[src/rtl/fibo_seq_engine_if.sv]
// fibo_seq_engine_if: start/seed/result bundle for fibo_seq_engine.
// master = requester (drives start, index, seeds); slave = engine.
interface fibo_seq_engine_if #(
    parameter int WIDTH = 16,
    parameter int IDX_W = 5
);
    logic             begin_fibo;
    logic [IDX_W-1:0] input_s;
    logic [WIDTH-1:0] seed0;
    logic [WIDTH-1:0] seed1;
    logic [WIDTH-1:0] fibo_out;
    logic             done;
    logic             busy;
    logic             overflow;

    modport master (
        output begin_fibo, input_s, seed0, seed1,
        input  fibo_out, done, busy, overflow
    );

    modport slave (
        input  begin_fibo, input_s, seed0, seed1,
        output fibo_out, done, busy, overflow
    );
endinterface

[src/rtl/fibo_seq_engine.sv]
// fibo_seq_engine: computes F(n) of F(k) = F(k-1) + F(k-2) with programmable
// seeds F(0)/F(1). One term is advanced per clock in RUN; the overflow flag
// travels with each term so only terms F(2)..F(n) can raise it.
// Optional macro FIBO_SAT_EN: terms saturate at all-ones instead of wrapping.
module fibo_seq_engine #(
    parameter int WIDTH = 16,
    parameter int IDX_W = 5
) (
    input  logic                clk,
    input  logic                rst_n,
    fibo_seq_engine_if.slave    bus
);

    typedef enum logic [1:0] {
        S_IDLE = 2'd0,
        S_RUN  = 2'd1,
        S_DONE = 2'd2
    } state_t;

    state_t           r_state;
    logic [IDX_W-1:0] r_n;
    logic [IDX_W-1:0] r_cnt;
    logic [WIDTH-1:0] r_a;
    logic [WIDTH-1:0] r_b;
    logic             r_ovf_a;
    logic             r_ovf_b;
    logic [WIDTH-1:0] r_fibo_out;
    logic             r_done;
    logic             r_busy;
    logic             r_overflow;

    logic [WIDTH:0]   w_sum;
    logic             w_carry;
    logic [WIDTH-1:0] w_next;

    // Next-term selection: wrap modulo 2^WIDTH, or clamp to all-ones.
    function automatic logic [WIDTH-1:0] f_next_term(input logic [WIDTH:0] sum);
`ifdef FIBO_SAT_EN
        return sum[WIDTH] ? {WIDTH{1'b1}} : sum[WIDTH-1:0];
`else
        return sum[WIDTH-1:0];
`endif
    endfunction

    // Widened adder so the carry out is an exact overflow indication.
    always_comb begin
        w_sum   = {1'b0, r_a} + {1'b0, r_b};
        w_carry = w_sum[WIDTH];
        w_next  = f_next_term(w_sum);
    end

    // Control FSM with registered outputs; a holds F(cnt) throughout RUN.
    always_ff @(posedge clk or negedge rst_n) begin
        if (!rst_n) begin
            r_state    <= S_IDLE;
            r_n        <= '0;
            r_cnt      <= '0;
            r_a        <= '0;
            r_b        <= '0;
            r_ovf_a    <= 1'b0;
            r_ovf_b    <= 1'b0;
            r_fibo_out <= '0;
            r_done     <= 1'b0;
            r_busy     <= 1'b0;
            r_overflow <= 1'b0;
        end else begin
            case (r_state)
                S_IDLE: begin
                    if (bus.begin_fibo) begin
                        r_n     <= bus.input_s;
                        r_a     <= bus.seed0;
                        r_b     <= bus.seed1;
                        r_cnt   <= '0;
                        r_ovf_a <= 1'b0;
                        r_ovf_b <= 1'b0;
                        r_busy  <= 1'b1;
                        r_state <= S_RUN;
                    end
                end
                S_RUN: begin
                    if (r_cnt == r_n) begin
                        r_fibo_out <= r_a;
                        r_overflow <= r_ovf_a;
                        r_done     <= 1'b1;
                        r_state    <= S_DONE;
                    end else begin
                        r_a     <= r_b;
                        r_ovf_a <= r_ovf_b;
                        r_b     <= w_next;
                        // Once a term has overflowed, every later term inherits it.
                        r_ovf_b <= w_carry | r_ovf_a | r_ovf_b;
                        r_cnt   <= r_cnt + 1'b1;
                    end
                end
                S_DONE: begin
                    r_done  <= 1'b0;
                    r_busy  <= 1'b0;
                    r_state <= S_IDLE;
                end
                default: begin
                    r_done  <= 1'b0;
                    r_busy  <= 1'b0;
                    r_state <= S_IDLE;
                end
            endcase
        end
    end

    assign bus.fibo_out = r_fibo_out;
    assign bus.done     = r_done;
    assign bus.busy     = r_busy;
    assign bus.overflow = r_overflow;

endmodule

[src/flat_wrapper.sv]
// flat-port wrapper written by rule: the top's interface ports become plain ports
module fibo_seq_engine_flat 
#(
    parameter int WIDTH = 16,
    parameter int IDX_W = 5
)
  (clk, rst_n, bus_begin_fibo, bus_input_s, bus_seed0, bus_seed1, bus_fibo_out, bus_done, bus_busy, bus_overflow);
  fibo_seq_engine_if #(.WIDTH(WIDTH), .IDX_W(IDX_W)) bus_i ();
  input  logic clk;
  input  logic rst_n;
  input wire logic [$bits(bus_i.begin_fibo)-1:0] bus_begin_fibo;
  input wire logic [$bits(bus_i.input_s)-1:0] bus_input_s;
  input wire logic [$bits(bus_i.seed0)-1:0] bus_seed0;
  input wire logic [$bits(bus_i.seed1)-1:0] bus_seed1;
  output wire logic [$bits(bus_i.fibo_out)-1:0] bus_fibo_out;
  output wire logic [$bits(bus_i.done)-1:0] bus_done;
  output wire logic [$bits(bus_i.busy)-1:0] bus_busy;
  output wire logic [$bits(bus_i.overflow)-1:0] bus_overflow;
  assign bus_i.begin_fibo = bus_begin_fibo;
  assign bus_i.input_s = bus_input_s;
  assign bus_i.seed0 = bus_seed0;
  assign bus_i.seed1 = bus_seed1;
  assign bus_fibo_out = bus_i.fibo_out;
  assign bus_done = bus_i.done;
  assign bus_busy = bus_i.busy;
  assign bus_overflow = bus_i.overflow;
  fibo_seq_engine #(.WIDTH(WIDTH), .IDX_W(IDX_W)) u_core (.clk(clk), .rst_n(rst_n), .bus(bus_i));
endmodule
[config.mk]
export PLATFORM = sky130hd
export DESIGN_NAME = fibo_seq_engine_flat
export DESIGN_NICKNAME = d
export VERILOG_FILES = /design/src/rtl/fibo_seq_engine_if.sv /design/src/rtl/fibo_seq_engine.sv /design/src/flat_wrapper.sv
export SDC_FILE = /design/constraint.sdc
export NUM_CORES = 1
export LEC_CHECK = 0
export ABC_AREA = 1
export CORE_AREA = 2 2 80 139
export DETAILED_ROUTE_END_ITERATION = 10
export DIE_AREA = 0 0 82 141
export GPL_TIMING_DRIVEN = 0
export MAX_ROUTING_LAYER = met4
export PLACE_DENSITY = 0.65
export SLEW_MARGIN = 20
export SYNTH_ARGS = -nofsm -noshare
export SYNTH_HDL_FRONTEND = slang
export SYNTH_SLANG_ARGS = --single-unit
[constraint.sdc]
create_clock -name clk -period 3.03 [get_ports clk]
set_input_delay 0.606 -clock clk [delete_from_list [all_inputs] [get_ports clk]]
set_output_delay 0.606 -clock clk [all_outputs]
set_load 0.02 [all_outputs]
---- Word level (Yosys, flattened, before mapping) ----
Cells that the tools add are included.
word-level totals
  logic and storage cells ................. 51
  register bits ........................... 65
  output and inout port bits .............. 19
cells by class
  reduce and logical (&&, ||, !) cells .... 8
  add/sub/neg operators ................... 2
  multiplexer cells ....................... 21
  bitwise operators ....................... 4
  equal/unequal tests ..................... 5
operator list
  cell                   number
  $mux W16               4
  $pmux W16 S2           2
  $add A16 B16 Y17       1
  $mux W5                2
  $pmux W5 S2            1
  $reduce_and A2 Y1      5
  $pmux W1 S2            4
  $add A5 B1 Y5 const B  1
  $eq A5 B5 Y1           1
  $mux W1                5
  $mux W2                2
  $ne A2 B2 Y1 const B   2
  $pmux W2 S2            1
  $reduce_and A3 Y1      1
  $eq A2 B1 Y1 const B   1
  $logic_not A2 Y1       1
  $ne A2 B1 Y1 const B   1
  $not A1 Y1             2
  $or A1 B1 Y1           2
  $reduce_bool A2 Y1     1

---- Longest topological paths before layout ----
Gate-level depths: netlist (run 1).
  depth in word-level cells ............... 5
  mapped depth ............................ 12
  gate-level depth less buffers ........... 12

---- Worst setup path after synthesis (run 1) ----
OpenSTA, ideal clock, no wires.
  path type ............................... reg2reg
  from .................................... reg u_core.r_b[0]
  to ...................................... reg u_core.r_b[8]
  data required time ...................... 2.906 ns
  cell stages (with the launch flop) ...... 12
  setup time .............................. 0.124 ns
  period minus slack after synthesis ...... 1.648 ns
  data arrival time ....................... 1.524 ns
  setup slack ............................. 1.382 ns
  buffers on the path ..................... 0
  cells stage by stage .................... dfrtp_1 ha_1 inv_1 fa_1 inv_1 nand3_1 nand3_1 nand2_1 nand3_1 nand3_1 o211ai_1 nand2_1
between the ends
  word-level cells in the longest chain between the ends .. 3
ends and longest elaborated chain
  item                    line                   source
  from (decl)             fibo_seq_engine.sv:24  logic [WIDTH-1:0] r_b;
  from (signal assigned)  fibo_seq_engine.sv:72  r_b <= bus.seed1;
  from (signal assigned)  fibo_seq_engine.sv:89  r_b <= w_next;
  $add A16 B16 Y17        fibo_seq_engine.sv:47  w_sum = {1'b0, r_a} + {1'b0, r_b};
  $mux W16                fibo_seq_engine.sv:81  if (r_cnt == r_n) begin
  $pmux W16 S2            fibo_seq_engine.sv:67  case (r_state)
No other way between the ends. The select of a mux whose other input is x is not followed.
A chain may end at the register's enable or synchronous reset.

---- Worst setup path in the final report (run 1) ----
Same ends and word-level chain as after synthesis.

==> results of run 1 <==
-- synthesized netlist by cell type --
cell type | instances | area (sq um)
sky130_fd_sc_hd__a21oi_1 | 13 | 65.06
sky130_fd_sc_hd__and2_1 | 1 | 6.260
sky130_fd_sc_hd__buf_2 | 2 | 10.01
sky130_fd_sc_hd__buf_4 | 1 | 7.510
sky130_fd_sc_hd__buf_6 | 5 | 56.30
sky130_fd_sc_hd__clkbuf_1 | 8 | 30.03
sky130_fd_sc_hd__clkbuf_2 | 2 | 10.01
sky130_fd_sc_hd__dfrtp_1 | 65 | 1627
sky130_fd_sc_hd__fa_1 | 1 | 20.02
sky130_fd_sc_hd__ha_1 | 17 | 212.7
sky130_fd_sc_hd__inv_1 | 89 | 334.1
sky130_fd_sc_hd__inv_2 | 2 | 7.510
sky130_fd_sc_hd__nand2_1 | 213 | 799.5
sky130_fd_sc_hd__nand2_2 | 1 | 6.260
sky130_fd_sc_hd__nand2_4 | 2 | 22.52
sky130_fd_sc_hd__nand3_1 | 45 | 225.2
sky130_fd_sc_hd__nand3_2 | 1 | 10.01
sky130_fd_sc_hd__nand4_1 | 2 | 12.51
sky130_fd_sc_hd__nand4_2 | 1 | 12.51
sky130_fd_sc_hd__nor2_1 | 18 | 67.56
sky130_fd_sc_hd__nor2_2 | 2 | 12.51
sky130_fd_sc_hd__nor3_1 | 4 | 20.02
sky130_fd_sc_hd__o211ai_1 | 1 | 7.510
sky130_fd_sc_hd__o21ai_0 | 19 | 95.09
sky130_fd_sc_hd__o21ai_1 | 17 | 85.08
sky130_fd_sc_hd__o21ai_2 | 22 | 192.7
sky130_fd_sc_hd__o22ai_2 | 2 | 25.02
sky130_fd_sc_hd__or2_2 | 2 | 12.51
sky130_fd_sc_hd__xnor2_1 | 4 | 35.03
sky130_fd_sc_hd__xor2_1 | 5 | 43.79
-- worst paths after layout --
path	start	endpoint	cells after the start
worst min register to register	u_core.bus.fibo_out[1]$_DFFE_PN0P_	u_core.bus.fibo_out[1]$_DFFE_PN0P_	2
worst min-delay path	rst_n	u_core.r_b[11]$_DFFE_PN0P_	1
max in group asynchronous	rst_n	u_core.r_a[14]$_DFFE_PN0P_	2
min in group clk	u_core.bus.fibo_out[1]$_DFFE_PN0P_	u_core.bus.fibo_out[1]$_DFFE_PN0P_	2
worst max-delay path	u_core.r_b[0]$_DFFE_PN0P_	u_core.r_b[8]$_DFFE_PN0P_	11
worst max register to register	u_core.r_b[0]$_DFFE_PN0P_	u_core.r_b[8]$_DFFE_PN0P_	11
-- worst register-to-register path, stage by stage (launching register included) --
cell and delay [ps]:
sky130_fd_sc_hd__dfrtp_1 350, sky130_fd_sc_hd__ha_1 280, sky130_fd_sc_hd__inv_1 80, sky130_fd_sc_hd__fa_1 400, sky130_fd_sc_hd__inv_1 90, sky130_fd_sc_hd__nand3_1 70
sky130_fd_sc_hd__nand3_1 160, sky130_fd_sc_hd__nand2_1 100, sky130_fd_sc_hd__nand3_1 90, sky130_fd_sc_hd__nand3_1 80, sky130_fd_sc_hd__o211ai_1 140, sky130_fd_sc_hd__nand2_1 80
-- routing by layer --
layer  part of all wire [%]  global-route usage, %  wire, microns
met2                     53                  38.04           5948
met3                    3.6                  4.161            407
met5                      0                      -              0
met4                    6.4                  14.04            727
met1                     37                  21.93           4228
-- state kept, by name, summed over array words and instances, names as in the netlist --
register	flops
u_core.r_ovf_a	1
u_core.r_n	5
u_core.bus.overflow	1
u_core.r_b	16
u_core.bus.fibo_out	16
u_core.bus.busy	1
u_core.r_a	16
u_core.r_cnt	5
u_core.r_state	2
u_core.bus.done	1
u_core.r_ovf_b	1
-- metrics by stage --
step / hold slack, ps / area [sq um]
2_1_floorplan: 310.4 / 4071
3_3_place_gp: 474.6 / 4815
3_5_place_dp: 477.6 / 4840
4_1_cts: 156.7 / 5184
5_1_grt: 166.8 / 5184
6_report: 145.7 / 5184
-- power breakdown --
part / switching (mW) / total (mW) / internal, mW
registers: 0.326 / 1.63 / 1.31
clock network: 0.406 / 1.21 / 0.808
logic: 2.78 / 4.42 / 1.64
total: 3.51 / 7.27 / 3.76
-- cells in the final DEF (no fill, tap or decap), types with 2 or more instances in the layout --
cell,synthesis,routed
sky130_fd_sc_hd__buf_2,2,2
sky130_fd_sc_hd__bufinv_16,0,3
sky130_fd_sc_hd__nor2_1,18,18
sky130_fd_sc_hd__or2_2,2,2
sky130_fd_sc_hd__o21ai_2,22,22
sky130_fd_sc_hd__clkbuf_16,0,9
sky130_fd_sc_hd__nor3_1,4,4
sky130_fd_sc_hd__xor2_1,5,5
sky130_fd_sc_hd__o22ai_2,2,2
sky130_fd_sc_hd__inv_1,89,89
sky130_fd_sc_hd__dfrtp_1,65,65
sky130_fd_sc_hd__nor2_2,2,2
sky130_fd_sc_hd__inv_2,2,2
sky130_fd_sc_hd__nand2_1,213,213
sky130_fd_sc_hd__o21ai_0,19,19
sky130_fd_sc_hd__xnor2_1,4,4
sky130_fd_sc_hd__a21oi_1,13,13
sky130_fd_sc_hd__o21ai_1,17,17
sky130_fd_sc_hd__buf_6,5,5
sky130_fd_sc_hd__nand2_4,2,2
sky130_fd_sc_hd__buf_4,1,2
sky130_fd_sc_hd__clkbuf_1,8,9
sky130_fd_sc_hd__clkbuf_2,2,2
sky130_fd_sc_hd__ha_1,17,17
sky130_fd_sc_hd__nand4_1,2,2
sky130_fd_sc_hd__clkdlybuf4s50_1,0,57
sky130_fd_sc_hd__nand3_1,45,45
-- logic make-up after synthesis --
logic type,after synthesis
DFF,65
AOI/OAI and AO/OA,74
adders and majority gates,18
xor gates and xnor gates,9
and+or+nand+nor,292
buffers and inverters,109
-- cell type report --
type | count | area, sq um
buffer | 18 | 113.9
clock buffer | 10 | 229.0
clock inverter | 6 | 115.1
fill | 1076 | 5326
inverter | 91 | 341.6
multi-input combinational | 393 | 1989
sequential | 65 | 1627
tap | 130 | 162.7
timing repair buffer | 59 | 605.6
==> run_results.csv, run 1 <==
group,metric,value,unit
synthesis,synth_top_family_by_area,"simple AND/OR/NAND/NOR gates",
die,initial_standard_cell_utilization_of_the_core,38.74,%
synthesis,synth.area.mux_share,0,%
synthesis,synth.net_count,625,
setup_path,cp_data_arrival_time,2270,ps
timing,min_period_over_period,67.53,%
setup_path,required_time_worst_endpoint,3250,ps
timing,hold_viol,0,
global_routing,grt_remaining_overflow,0,
setup_path,critical-path-slowest-cell,"sky130_fd_sc_hd__fa_1",
setup_path,worst-path-buf-inv,2,
run,drv_cap,0,
finish,antennaDiodeCount,0,
route,ant_nets,0,
clock_tree,clk_sinks,65,
clock_tree,cts_htree_levels,3,
outcome,outcome,"finished, final reports clean",
synthesis,synthXorXnorAreaFrac,1.936,%
setup_path,worst_path_most_repeated_cell,"sky130_fd_sc_hd__nand3_1",
placement,globalplace.congestion,0.9371,
synthesis,synth_cells,567,
timing,final_critical_path_setup_slack,983.7,ps
die,die_width,82,microns
global_routing,grt_antenna_before_repair,0,
clock_tree,cts_tree,"yes",
power_and_ir_drop,power.static_leakage,2.730,nW
setup_path,path_delay_family,"adder cells",
route,num_vias,3794,
timing,slew_headroom,61.02,%
power_and_ir_drop,cellPowerDensity,1403,nW/um^2
timing,setup_violating_endpoint_count_in_the_final_report,0,
clock_tree,cts-root-buf,"sky130_fd_sc_hd__clkbuf_16",
finish,finalNonFillerCells,772,
finish,post_route_cells_drive_above_1_share,9.657,%
die,i_o_pin_cnt,59,
finish,flow.area_growth_from_synthesis,27.32,%
finish,post-route-util,49.32,%
synthesis,post_synth_fa_ha_maj_area_fraction,5.716,%
setup_path,worst_setup_path_start_kind,"register",
global_routing,grt_pass1_vias,3938,
clock_tree,cts_hold_buf,0,
synthesis,post_synth_and_or_nand_nor_area_fraction,29.66,%
die,rows,50,
setup_path,slowest_delay,400,ps
synthesis,synth_warnings,0,
setup_path,reg2reg_slack,980,ps
clock_tree,clk_transition_reported_paths,60,ps
timing,drv_slew,0,
global_routing,grt.total_usage,22.05,%
power_and_ir_drop,ir_drop,0.0005898,V
clock_tree,clkLatencyLatePin,350,ps
die,placeableCoreArea,10510,sq um
route,dr.pass1.iters,7,
global_routing,wire_length_of_the_first_global_routing_pass,18.55,mm
setup_path,critPathKind,"reg2reg",
setup_path,cp_cell_sequence,"ha_1 > inv_1 > fa_1 > inv_1 > nand3_1 > nand3_1 > nand2_1 > nand3_1 > nand3_1 > o211ai_1 > nand2_1",
synthesis,syn_avg_cell_area,7.181,sq um
clock_tree,ctsResizeCount,0,
setup_path,path_max_fanout,3,
route,drt-initial-drc-count,162,
global_routing,maximum_number_of_pins_on_one_net_before_global_route_repair,48,
timing,grt_setup_unrepaired,"false",
synthesis,synth_seq_cells,65,
power_and_ir_drop,totalPowerFinal,7.271,mW
placement,post-dp-hpwl,8.985,mm
placement,port_buffers,58,
synthesis,synthDistinctLibCells,30,
route,avgViaCountPerCell,4.915,
clock_tree,cts_setup_buffers,0,
synthesis,synth-compound-area-share,11.56,%
route,routed_wirelength,11.31,mm
finish,num-nets-final,695,
synthesis,seq_area_frac_synth,39.95,%
setup_path,crit_path_end_kind,"register",
placement,dp.cells,756,
placement,post-place-ws,930.1,ps
route,wl_per_cell,14.65,microns
clock_tree,cts_made_buffers,9,
timing,tightest_slew,584.6,ps
route,remaining_drc_errors,0,
timing,max_clock_freq,488.7,MHz
hold_path,worstHoldPathType,"in2async",
timing,layout_min_cycle_time,2046,ps
timing,setup_tns,0,ps
timing,clock-skew-final,6.179,ps
clock_tree,clk_path_buf_depth,2,
synthesis,syn_area,4071,sq um
die,die_area,11560,sq um
die,die_y,141,microns
Power figures use the tool's default switching activity.
==> inputs of run 2 (changes only) <==
==> constraint.sdc (replaced) <==
create_clock -name clk -period 2 [get_ports clk]
set_input_delay 0.4 -clock clk [delete_from_list [all_inputs] [get_ports clk]]
set_output_delay 0.4 -clock clk [all_outputs]
set_load 0.02 [all_outputs]
==> run_results.csv, run 2 (synthesized netlist as in run 1, its figures left out) <==
group,metric,value,unit
finish,num-nets-final,696,
finish,flow.area_growth_from_synthesis,28.06,%
route,ant_nets,0,
setup_path,cp_data_arrival_time,2050,ps
timing,finalHoldWorstSlack,486.8,ps
timing,grt_setup_unrepaired,"false",
timing,hold_viol,0,
timing,min_period_over_period,91.79,%
finish,commonest_non_fill_non_tap_cells_in_the_layout,"sky130_fd_sc_hd__nand2_1 (213), sky130_fd_sc_hd__inv_1 (89), sky130_fd_sc_hd__dfrtp_1 (65)",
setup_path,critPathKind,"reg2reg",
timing,layout_min_cycle_time,1836,ps
clock_tree,clk_transition_reported_paths,60,ps
route,dr.pass1.iters,4,
power_and_ir_drop,power.share.combinational,60.9,%
setup_path,worst_path_most_repeated_cell,"sky130_fd_sc_hd__nand3_1",
finish,finalNonFillerCells,773,
setup_path,required_time_worst_endpoint,2220,ps
setup_path,crit_path_end_kind,"register",
clock_tree,cts_tree,"yes",
timing,drv_slew,0,
timing,setup_tns,0,ps
timing,clock-skew-final,6.389,ps
route,num_vias,3782,
clock_tree,clk_sinks,65,
die,initial_standard_cell_utilization_of_the_core,38.74,%
timing,max_clock_freq,544.7,MHz
clock_tree,clk_path_buf_depth,2,
route,avgViaCountPerCell,4.893,
route,remaining_drc_errors,0,
finish,post_route_cells_drive_above_1_share,10.11,%
global_routing,wire_length_of_the_first_global_routing_pass,18.54,mm
clock_tree,cts_setup_buffers,0,
clock_tree,cts_htree_levels,3,
placement,dp.cells,756,
run,drv_cap,0,
setup_path,cp_cell_sequence,"ha_4 > inv_1 > fa_2 > inv_1 > nand3_1 > nand3_2 > nand2_1 > nand3_1 > nand3_1 > o211ai_1 > nand2_1",
finish,fin_area,5214,sq um
die,die_width,82,microns
finish,layout_commonest_cell,"sky130_fd_sc_hd__nand2_1",
power_and_ir_drop,p_sw,5.324,mW
die,placeableCoreArea,10510,sq um
setup_path,path_max_fanout,3,
placement,port_buffers,58,
setup_path,worst_setup_path_start_kind,"register",
power_and_ir_drop,internal_cell_power,5.712,mW
die,die_y,141,microns
timing,setup_violating_endpoint_count_in_the_final_report,0,
die,die_area,11560,sq um
route,wl_per_cell,14.57,microns
global_routing,grt_antenna_before_repair,0,
power_and_ir_drop,power.clock.fraction,16.6,%
die,i_o_pin_cnt,59,
clock_tree,clkLatencyLatePin,340,ps
route,routed_wirelength,11.26,mm
timing,tightest_slew,590.1,ps
outcome,outcome,"finished, final reports clean",
setup_path,slowest_delay,390,ps
clock_tree,cts_made_buffers,9,
clock_tree,cts-root-buf,"sky130_fd_sc_hd__clkbuf_16",
power_and_ir_drop,cellPowerDensity,2117,nW/um^2
setup_path,critical-path-slowest-cell,"sky130_fd_sc_hd__dfrtp_1",
placement,post-dp-hpwl,8.985,mm
power_and_ir_drop,ir_drop,0.0008918,V
power_and_ir_drop,p_seq_share,22.5,%
global_routing,maximum_number_of_pins_on_one_net_before_global_route_repair,48,
power_and_ir_drop,power_switching_share,48.24,%
timing,slew_headroom,60.66,%
placement,globalplace.congestion,0.9371,
placement,post_dp_cell_area,4840,sq um
global_routing,grt_pass1_vias,3938,
hold_path,worstHoldPathType,"in2async",
global_routing,grt.total_usage,22.04,%
die,rows,50,
global_routing,grt_remaining_overflow,0,
power_and_ir_drop,power.static_leakage,2.739,nW
finish,antennaDiodeCount,0,
power_and_ir_drop,totalPowerFinal,11.04,mW
route,drt-initial-drc-count,187,
-- run 2: power groups by stage --
stage | logic (mW) | clock network [mW] | registers [mW]
finish | 6.72 | 1.83 | 2.48
global route | 7.65 | 1.92 | 2.54
CTS | 6.77 | 1.85 | 2.47
detailed placement | 6.72 | 0 | 2.49
global placement | 6.59 | 0 | 2.47
floorplan | 4.75 | 0 | 2.50
-- run 2: worst max-delay path, delay by kind of cell, from the launching register on --
kind	cells	cell delay (ps)
simple gates	6	530
compound gates	1	140
buf+inv	2	140
fa+ha+maj	2	520
flops	1	390
-- run 2: metal layers --
metal / up-vias / wire length [microns] / GRT usage [%]
li1: 1911 / - / -
met3: 37 / 444 / 4.097
met1: 1732 / 4174 / 21.93
met5: - / 0 / -
met2: 102 / 5933 / 38.04
met4: 0 / 711 / 14.04
-- run 2: final cells by class --
| cell class | instances | area [sq um] |
|---|---|---|
| multi-input combinational | 393 | 2009 |
| timing repair buffer | 60 | 615.6 |
| clock inverter | 6 | 115.1 |
| sequential | 65 | 1627 |
| fill | 1075 | 5296 |
| inverter | 91 | 341.6 |
| clock buffer | 10 | 229.0 |
| buffer | 18 | 113.9 |
| tap | 130 | 162.7 |
-- run 2: final timing paths --
path	start	endpoint	slack [ps]	cells past startpoint
max	u_core.r_b[0]$_DFFE_PN0P_	u_core.r_b[8]$_DFFE_PN0P_	160	11
min	rst_n	u_core.r_b[11]$_DFFE_PN0P_	490	2
max reg2reg	u_core.r_b[0]$_DFFE_PN0P_	u_core.r_b[8]$_DFFE_PN0P_	160	11
min reg2reg	u_core.bus.fibo_out[1]$_DFFE_PN0P_	u_core.bus.fibo_out[1]$_DFFE_PN0P_	490	2
max in group asynchronous	rst_n	u_core.r_a[14]$_DFFE_PN0P_	980	3
min in group clk	u_core.bus.fibo_out[1]$_DFFE_PN0P_	u_core.bus.fibo_out[1]$_DFFE_PN0P_	490	2
-- run 2: through the flow --
| step | utilization [%] | worst slack [ps] |
|---|---|---|
| floorplan | - | 352.3 |
| global placement | 45.81 | -1679 |
| detailed placement | 46.05 | 1.251 |
| CTS | 49.44 | 25.14 |
| global route | 49.61 | 38.78 |
| finish | 49.61 | 164.2 |
-- run 2: repair_timing --
action                                  CTS  global route
endpoints found under the hold margin    18             0
hold buffers                              1             0
endpoints found under the setup margin    1             5
gates resized for setup                   1             3
